[src/rtl/cdt_sampler_ctrl.sv]
// rtl/cdt_sampler_ctrl.sv - constant-time CDT discrete-Gaussian sampler driving the grom_x read port
module cdt_sampler_ctrl #(
    parameter int unsigned TABLE_LEN   = 16,
    parameter logic [31:0] BASE_ADDR   = 32'd0,
    parameter logic [31:0] ADDR_STRIDE = 32'd1,
    parameter int unsigned SAMPLE_W    = 8,
    parameter int unsigned TIMEOUT     = 8
) (
    input  logic                clk,
    input  logic                rst_n,
    input  logic                start,
    input  logic [31:0]         rnd,
    input  logic                rnd_sign,
    output logic [31:0]         rom_addr,
    output logic [1:0]          rom_cntrl,
    output logic                rom_enable,
    input  logic [31:0]         rom_rdata,
    input  logic                rom_status,
    output logic                busy,
    output logic [SAMPLE_W-1:0] sample,
    output logic                valid,
    output logic                err
);

    localparam int unsigned IDX_W = $clog2(TABLE_LEN);
    localparam int unsigned CNT_W = $clog2(TABLE_LEN + 1);
    localparam int unsigned TMO_W = (TIMEOUT > 1) ? $clog2(TIMEOUT) : 1;

    localparam logic [IDX_W-1:0] LAST_IDX = IDX_W'(TABLE_LEN - 1);
    localparam logic [CNT_W-1:0] K_MAX    = CNT_W'(TABLE_LEN - 1);
    localparam logic [TMO_W-1:0] TMO_LAST = TMO_W'(TIMEOUT - 1);

    localparam logic [1:0] CMD_IDLE = 2'b00;
    localparam logic [1:0] CMD_READ = 2'b01;

    typedef enum logic [2:0] {
        S_IDLE,
        S_ISSUE,
        S_WAIT,
        S_DONE,
        S_ERR
    } state_t;

    state_t              state_q, state_d;
    logic [31:0]         rnd_q, rnd_d;
    logic                sign_q, sign_d;
    logic [IDX_W-1:0]    idx_q, idx_d;
    logic [CNT_W-1:0]    cnt_q, cnt_d;
    logic [TMO_W-1:0]    tmo_q, tmo_d;
    logic [31:0]         addr_q, addr_d;
    logic [SAMPLE_W-1:0] sample_q, sample_d;
    logic                valid_q, valid_d;
    logic                err_q, err_d;

    // Clamped magnitude: a word above every entry counts TABLE_LEN, saturated to the last index.
    logic [CNT_W-1:0]    k_mag;
    logic [SAMPLE_W-1:0] k_ext;

    assign k_mag = (cnt_q > K_MAX) ? K_MAX : cnt_q;
    assign k_ext = SAMPLE_W'(k_mag);

    // State and datapath registers; reset aborts any scan in flight without a valid.
    always_ff @(posedge clk or negedge rst_n) begin
        if (!rst_n) begin
            state_q  <= S_IDLE;
            rnd_q    <= '0;
            sign_q   <= 1'b0;
            idx_q    <= '0;
            cnt_q    <= '0;
            tmo_q    <= '0;
            addr_q   <= '0;
            sample_q <= '0;
            valid_q  <= 1'b0;
            err_q    <= 1'b0;
        end else begin
            state_q  <= state_d;
            rnd_q    <= rnd_d;
            sign_q   <= sign_d;
            idx_q    <= idx_d;
            cnt_q    <= cnt_d;
            tmo_q    <= tmo_d;
            addr_q   <= addr_d;
            sample_q <= sample_d;
            valid_q  <= valid_d;
            err_q    <= err_d;
        end
    end

    // Next-state and ROM command decode; every entry is visited regardless of rnd.
    always_comb begin
        state_d    = state_q;
        rnd_d      = rnd_q;
        sign_d     = sign_q;
        idx_d      = idx_q;
        cnt_d      = cnt_q;
        tmo_d      = tmo_q;
        addr_d     = addr_q;
        sample_d   = sample_q;
        valid_d    = 1'b0;
        err_d      = err_q;
        rom_cntrl  = CMD_IDLE;
        rom_enable = 1'b0;
        busy       = 1'b1;

        case (state_q)
            S_IDLE: begin
                busy = 1'b0;
                if (start) begin
                    rnd_d   = rnd;
                    sign_d  = rnd_sign;
                    idx_d   = '0;
                    cnt_d   = '0;
                    err_d   = 1'b0;
                    addr_d  = BASE_ADDR;
                    state_d = S_ISSUE;
                end
            end
            S_ISSUE: begin
                rom_cntrl  = CMD_READ;
                rom_enable = 1'b1;
                tmo_d      = '0;
                state_d    = S_WAIT;
            end
            S_WAIT: begin
                rom_enable = 1'b1;
                if (rom_status) begin
                    if (rom_rdata <= rnd_q) begin
                        cnt_d = cnt_q + CNT_W'(1);
                    end
                    if (idx_q == LAST_IDX) begin
                        state_d = S_DONE;
                    end else begin
                        idx_d   = idx_q + IDX_W'(1);
                        addr_d  = addr_q + ADDR_STRIDE;
                        state_d = S_ISSUE;
                    end
                end else if (tmo_q == TMO_LAST) begin
                    state_d = S_ERR;
                end else begin
                    tmo_d = tmo_q + TMO_W'(1);
                end
            end
            S_DONE: begin
                // Two's-complement negate of zero is zero, so no negative zero can appear.
                sample_d = sign_q ? (~k_ext + SAMPLE_W'(1)) : k_ext;
                valid_d  = 1'b1;
                state_d  = S_IDLE;
            end
            S_ERR: begin
                err_d   = 1'b1;
                state_d = S_IDLE;
            end
            default: begin
                state_d = S_IDLE;
            end
        endcase
    end

    assign rom_addr = addr_q;
    assign sample   = sample_q;
    assign valid    = valid_q;
    assign err      = err_q;

endmodule

[config.mk]
export PLATFORM = sky130hd
export DESIGN_NAME = cdt_sampler_ctrl
export DESIGN_NICKNAME = d
export VERILOG_FILES = /design/src/rtl/cdt_sampler_ctrl.sv
export SDC_FILE = /design/constraint.sdc
export NUM_CORES = 1
export LEC_CHECK = 0
export BUFFER_PORTS_ARGS = -buffer_cell sky130_fd_sc_hd__buf_4
export CAP_MARGIN = 0
export CORE_ASPECT_RATIO = 0.8
export CORE_UTILIZATION = 45
export DETAILED_ROUTE_END_ITERATION = 8
export PLACE_DENSITY_LB_ADDON = 0.15
export SYNTH_ARGS = -nofsm -noshare
export SYNTH_HDL_FRONTEND = slang
export SYNTH_SLANG_ARGS = --single-unit
export TNS_END_PERCENT = 50
[constraint.sdc]
create_clock -name clk -period 3.2 [get_ports clk]
set_input_delay 0.64 -clock clk [delete_from_list [all_inputs] [get_ports clk]]
set_output_delay 0.64 -clock clk [all_outputs]
set_load 0.005 [all_outputs]
==> results of run 1 <==
## kinds of logic (layout without fill, tap and decap cells)
family          Yosys count  count (layout)  share of synthesized area (%)
compound gates          113             113                           13.3
xor+xnor                 20              20                           3.59
fa+ha+maj                39              39                           9.99
buf+inv                  60             177                           5.23
flops                    90              90                           46.1
mux                       6               6                           1.31
other cells               1               1                         0.0768
simple gates            209             209                           20.3
## worst max-delay path by stage
stage | to | depth (start not counted)
3_3_place_gp | cnt_q[4] | 8
6_report | cnt_q[0] | 8
3_5_place_dp | cnt_q[0] | 8
5_1_grt | cnt_q[0] | 8
4_1_cts | cnt_q[0] | 8
2_1_floorplan | cnt_q[0] | 6
## layer usage
layer / global-route usage (%) / vias to the layer above / share of wire, %
li1: - / 2082 / -
met2: 33.2 / 93 / 44
met5: 0 / - / 0
met1: 28.5 / 1888 / 50
met3: 4.43 / 7 / 4.6
met4: 5.91 / 0 / 0.90
## power by group through the flow
| stage | registers (mW) | clock network (mW) | logic (mW) |
|---|---|---|---|
| CTS | 1.59 | 1.17 | 1.62 |
| global placement | 1.60 | 0 | 1.57 |
| global route | 1.63 | 1.22 | 1.86 |
| floorplan | 1.57 | 0 | 1.13 |
| detailed placement | 1.62 | 0 | 1.61 |
| finish | 1.60 | 1.15 | 1.60 |
## worst max-delay path, stage by stage
cell	delay, ps
buf_4	110
ha_1	300
a21oi_1	130
o21ai_0	120
and2_1	180
or4b_2	720
a211oi_2	330
mux2_1	360
## layout make-up
cell class / instances / share of cell area, %
clock inverters: 7 / 1.65
multi-input cells: 388 / 38.4
well taps: 140 / 2.82
inverters: 42 / 2.54
repair buffers: 119 / 14.6
clock buffers: 9 / 3.63
flip-flops and latches: 90 / 36.3
## state kept, by name, summed over array words and instances, names as in the netlist
name / cells
sign_q: 1
sample: 8
err: 1
rnd_q: 32
valid: 1
state_q: 3
idx_q: 4
cnt_q: 5
rom_addr: 32
tmo_q: 3
## stage by stage
step	total power [mW]	utilization, %	hold WS, ps	worst slack [ps]
final	4.34	59.6	469	516
after detailed placement	3.22	56.5	475	181
after CTS	4.38	59.6	482	538
after global placement	3.17	56.5	466	243
after floorplan	2.70	-	344	439
after global routing	4.71	59.6	490	421
## cells in the final DEF, fill, tap and decap left out, types with 4 or more instances in the layout
master	n
xnor2_1	6
a21oi_1	21
buf_4	118
or3_1	4
inv_1	42
nand2_1	93
xor2_1	14
nand4_1	12
and3_1	15
ha_1	39
o21ai_0	38
o211ai_1	6
nand3_1	17
o21ai_1	34
nor3_1	7
clkbuf_16	9
dfrtp_1	90
nor2_1	35
and4_1	9
==> flow_metrics.env, run 1 <==
export IMPL_grt_max_degree=83
export IMPL_synth_most_common_cell="nand2_1"
export IMPL_fin_crit_ps=2680
export IMPL_synth_top_cell_by_area="dfrtp_1"
export IMPL_cts_hold_buf=0
export IMPL_fin_crit_sh_pct=83.9
export IMPL_wl_um=10800
export IMPL_avgRoutedWirePerCell_um=13.6
export IMPL_vias_per_cell=5.12
export IMPL_htreeDepth=3
export IMPL_p_leak_nw=3.07
export IMPL_pin_count=115
export IMPL_final_cells=795
export IMPL_outcome="finished clean"
export IMPL_hold_class="in2async"
export IMPL_hold_violations=0
export IMPL_synth_seq_area_share_pct=46.1
export IMPL_fin_area_um2=6200
export IMPL_seqCellArea_um2=2250
export IMPL_tightest_slew_ps=1030
export IMPL_cp_required_ps=3420
export IMPL_sw_frac_of_total_pct=35.8
export IMPL_cap_viol_max_count=0
export IMPL_cts_root_buf="clkbuf_16"
export IMPL_cts_resized=0
export IMPL_final_nets=758
export IMPL_slew_violations=0
export IMPL_cts_tree="yes"
export IMPL_grt_pass1_vias=4001
export IMPL_r2r_cells=7
export IMPL_worstPathArrival_ps=2900
export IMPL_cts_buffers=9
export IMPL_grt_antenna_before_repair=0
export IMPL_power_frac_clock_pct=26.4
export IMPL_synth_fp_nets=646
export IMPL_ir_drop_mv=0.385
export IMPL_yosysUniqueCellTypes=47
export IMPL_areaGrowthSynthToFinish_pct=27.0
export IMPL_place_inst=779
export IMPL_r2r_start="rnd_q[14]"
export IMPL_crit_path_start_kind="primary input"
export IMPL_clk_latency_ps=340
export IMPL_detail_route_antenna_nets=0
export IMPL_sequentialPowerShare_pct=36.7
export IMPL_ys_top_cells_by_area="dfrtp_1, ha_1, nand2_1"
export IMPL_dp_hpwl_um=8070
export IMPL_drtIter0Drc=201
export IMPL_worst_clock_skew_ps=4.56
export IMPL_fmaxAchievable_mhz=373
export IMPL_first_pass_iters=4
export IMPL_die_h_um=95.2
export IMPL_synth_edff_count=0
export IMPL_p_switching_mw=1.56
export IMPL_r2r_end="cnt_q[0]"
export IMPL_diodes=0
export IMPL_synth_area_per_cell_um2=9.08
export IMPL_synthCells=538
export IMPL_place_area_um2=5870
export IMPL_ys_warnings_count=0
export IMPL_rows=33
export IMPL_crit_path_end_kind="flip-flop"
export IMPL_globalplace_congestion=0.818
export IMPL_tns_ps=0
export IMPL_setup_viol=0
export IMPL_grt_overflow_total=0
export IMPL_crit_type="in2reg"
export IMPL_coreArea_um2=10400
export IMPL_ys_flop_type="dfrtp_1"
export IMPL_io_buffers=113
export IMPL_relSlewSlack_pct=31.0
export IMPL_syn_area_um2=4880
export IMPL_p_per_area_nw_per_um2=700
export IMPL_drcViolationCount=0
export IMPL_vias=4070
export IMPL_synthTopCellsByCount="nand2_1, dfrtp_1, inv_1, ha_1, o21ai_0"
export IMPL_ys_seq_elements=90
export IMPL_async_reset_ff_share_pct=100
export IMPL_startpoint="rom_rdata[9]"
export IMPL_multi_input_area_um2=2380
export IMPL_drive_gt1_share_pct=22.0
export IMPL_fillCellCount=943
export IMPL_cts_sinks=90
export IMPL_start_util_pct=46.9
export IMPL_cts_buffer_depth=2
export IMPL_r2r_setup_slack_ps=550
export IMPL_rsz0062_at_grt="false"
export IMPL_dieWidth_um=118
export IMPL_dieArea_um2=11300
export IMPL_cts_setup_buffers=0
export IMPL_grt_pass1_wl_um=18500
export IMPL_p_int_mw=2.79
export IMPL_combPwrFrac_pct=36.9
export IMPL_cp_max_fo=3
export IMPL_synth_top_area_share_pct=46.1
export IMPL_path_clk_slew_ps=60
export IMPL_grt_usage_pct=20.7
(Power assumes the default switching activity.)
==> inputs of run 2 (changes only) <==
clock period = 2.7 ns   (was 3.2 ns; I/O delays follow)
==> run 2 against run 1 <==
  * Hold slack worse by 280 ps
  * Clock power grew 9%
  * Critical path depth unchanged
  * Via count rose by 2.3%
  * Largest cell class unchanged
  * Highest routed layer unchanged
==> flow_metrics.env, run 2 (synthesized netlist as in run 1, its figures left out) <==
export IMPL_htreeDepth=3
export IMPL_cap_viol_max_count=0
export IMPL_rows=33
export IMPL_grt_usage_pct=21.3
export IMPL_avgRoutedWirePerCell_um=13.8
export IMPL_relSlewSlack_pct=61.3
export IMPL_crit_path_start_kind="flip-flop"
export IMPL_cts_hold_buf=0
export IMPL_layout_commonest_cell="buf_4"
export IMPL_cts_root_buf="clkbuf_16"
export IMPL_worst_clock_skew_ps=5.22
export IMPL_cts_sinks=90
export IMPL_first_pass_iters=5
export IMPL_cp_required_ps=2920
export IMPL_tightest_slew_ps=580
export IMPL_multi_input_area_um2=2390
export IMPL_coreArea_um2=10400
export IMPL_grt_antenna_before_repair=0
export IMPL_fmaxAchievable_mhz=402
export IMPL_crit_path_end_kind="flip-flop"
export IMPL_drtIter0Drc=190
export IMPL_r2r_start="rnd_q[30]"
export IMPL_die_h_um=95.2
export IMPL_setup_viol=0
export IMPL_hold_violations=0
export IMPL_met1_length_um=5470
export IMPL_areaGrowthSynthToFinish_pct=28.9
export IMPL_grt_pass1_vias=4143
export IMPL_fin_crit_ps=2490
export IMPL_diodes=0
export IMPL_globalplace_congestion=0.822
export IMPL_rsz0062_at_grt="false"
export IMPL_dieArea_um2=11300
export IMPL_hold_class="in2async"
export IMPL_mostFrequentLayoutCells="buf_4, nand2_1, dfrtp_1"
export IMPL_cts_buffers=9
export IMPL_pin_count=115
export IMPL_ir_drop_mv=0.495
export IMPL_clk_latency_ps=340
export IMPL_slowest_stage="or4_1"
export IMPL_cts_buffer_depth=2
export IMPL_combPwrFrac_pct=39.3
export IMPL_crit_chain="inv_1, ha_1, nand4_1, or4_1, buf_4, nor3_1, a211oi_4, mux2_1"
export IMPL_final_cells=807
export IMPL_wl_um=11200
export IMPL_cts_tree="yes"
export IMPL_seqCellArea_um2=2250
export IMPL_sequentialPowerShare_pct=36.5
export IMPL_slew_violations=0
export IMPL_grt_overflow_total=0
export IMPL_final_core_util_pct=60.5
export IMPL_cp_max_fo=4
export IMPL_p_per_area_nw_per_um2=821
export IMPL_route_met3_wl_um=640
export IMPL_dieWidth_um=118
export IMPL_fin_crit_sh_pct=92.1
export IMPL_start_util_pct=46.9
export IMPL_power_frac_clock_pct=24.1
export IMPL_outcome="finished clean"
export IMPL_drive_gt1_share_pct=23.4
export IMPL_grt_max_degree=50
export IMPL_r2r_setup_slack_ps=210
export IMPL_vias_per_cell=5.16
export IMPL_worstPathArrival_ps=2710
export IMPL_p_leak_nw=3.13
export IMPL_detail_route_antenna_nets=0
export IMPL_r2r_end="cnt_q[4]"
export IMPL_critPathMaxStageDelay_ps=570
export IMPL_top_layer="met4"
export IMPL_crit_type="reg2reg"
export IMPL_io_buffers=113
export IMPL_met2_wirelength_um=4910
export IMPL_p_switching_mw=1.87
export IMPL_path_clk_slew_ps=70
export IMPL_dp_hpwl_um=8410
export IMPL_place_inst=791
export IMPL_drcViolationCount=0
export IMPL_vias=4163
export IMPL_grt_pass1_wl_um=19100
export IMPL_r2r_cells=8
export IMPL_p_int_mw=3.30
export IMPL_fillCellCount=917
export IMPL_sw_frac_of_total_pct=36.2
export IMPL_final_nets=770
[run 2: worst max-delay path by stage]
stage	start	endpoint	slack, ps	cells past startpoint
after global routing	rnd_q[30]	cnt_q[0]	30	8
after global placement	rom_rdata[7]	cnt_q[4]	-120	8
final	rnd_q[30]	cnt_q[4]	210	8
after floorplan	rom_rdata[14]	cnt_q[0]	40	6
after detailed placement	rom_rdata[11]	cnt_q[4]	-190	8
after CTS	rnd_q[9]	cnt_q[4]	80	8
[run 2: area by class of cell]
class	instances	share of cell area, %
Tap cell	140	2.78
Timing Repair Buffer	131	16.2
Sequential cell	90	35.8
Clock buffer	9	3.58
Clock inverter	7	1.09
Multi-Input combinational cell	388	38.0
Inverter	42	2.50
[run 2: worst max-delay path: cells and delay by family, from the launching register on]
kind | cells | cell delay, ps
flip-flops | 1 | 330
AND/OR/NAND/NOR | 3 | 1080
buffers and inverters | 2 | 200
adder cells (fa/ha/maj) | 1 | 290
multiplexers | 1 | 330
AO/OA/AOI/OAI | 1 | 130
[run 2: per-layer routing]
layer	global-route usage, %	vias up
li1	-	2108
met1	28.4	1945
met2	34.9	97
met3	5.56	13
met4	5.59	0
met5	0	-
[run 2: repair_timing]
| item | 4_1_cts | 5_1_grt |
|---|---|---|
| gates resized for setup | 0 | 2 |
| setup endpoints to repair | 0 | 2 |
| buffers inserted | 0 | 0 |
[run 2: power groups by stage]
stage	combinational, mW	clock [mW]	sequential, mW
after floorplan	1.34	0	1.86
after global placement	1.96	0	1.90
after detailed placement	2.03	0	1.91
after CTS	2.04	1.28	1.89
after global routing	2.34	1.34	1.93
final	2.03	1.25	1.89
[run 2: metrics by stage]
step / hold slack (ps) / setup WS, ps / cell area, um^2 / total power, mW / TNS, ps
after CTS: 204 / 77.6 / 6280 / 5.20 / 0
final: 187 / 214 / 6290 / 5.17 / 0
after global placement: 465 / -119 / 5990 / 3.86 / -285
after global routing: 230 / 33.7 / 6290 / 5.60 / 0
after floorplan: 244 / 39.5 / 4880 / 3.20 / 0
after detailed placement: 471 / -195 / 5990 / 3.94 / -530
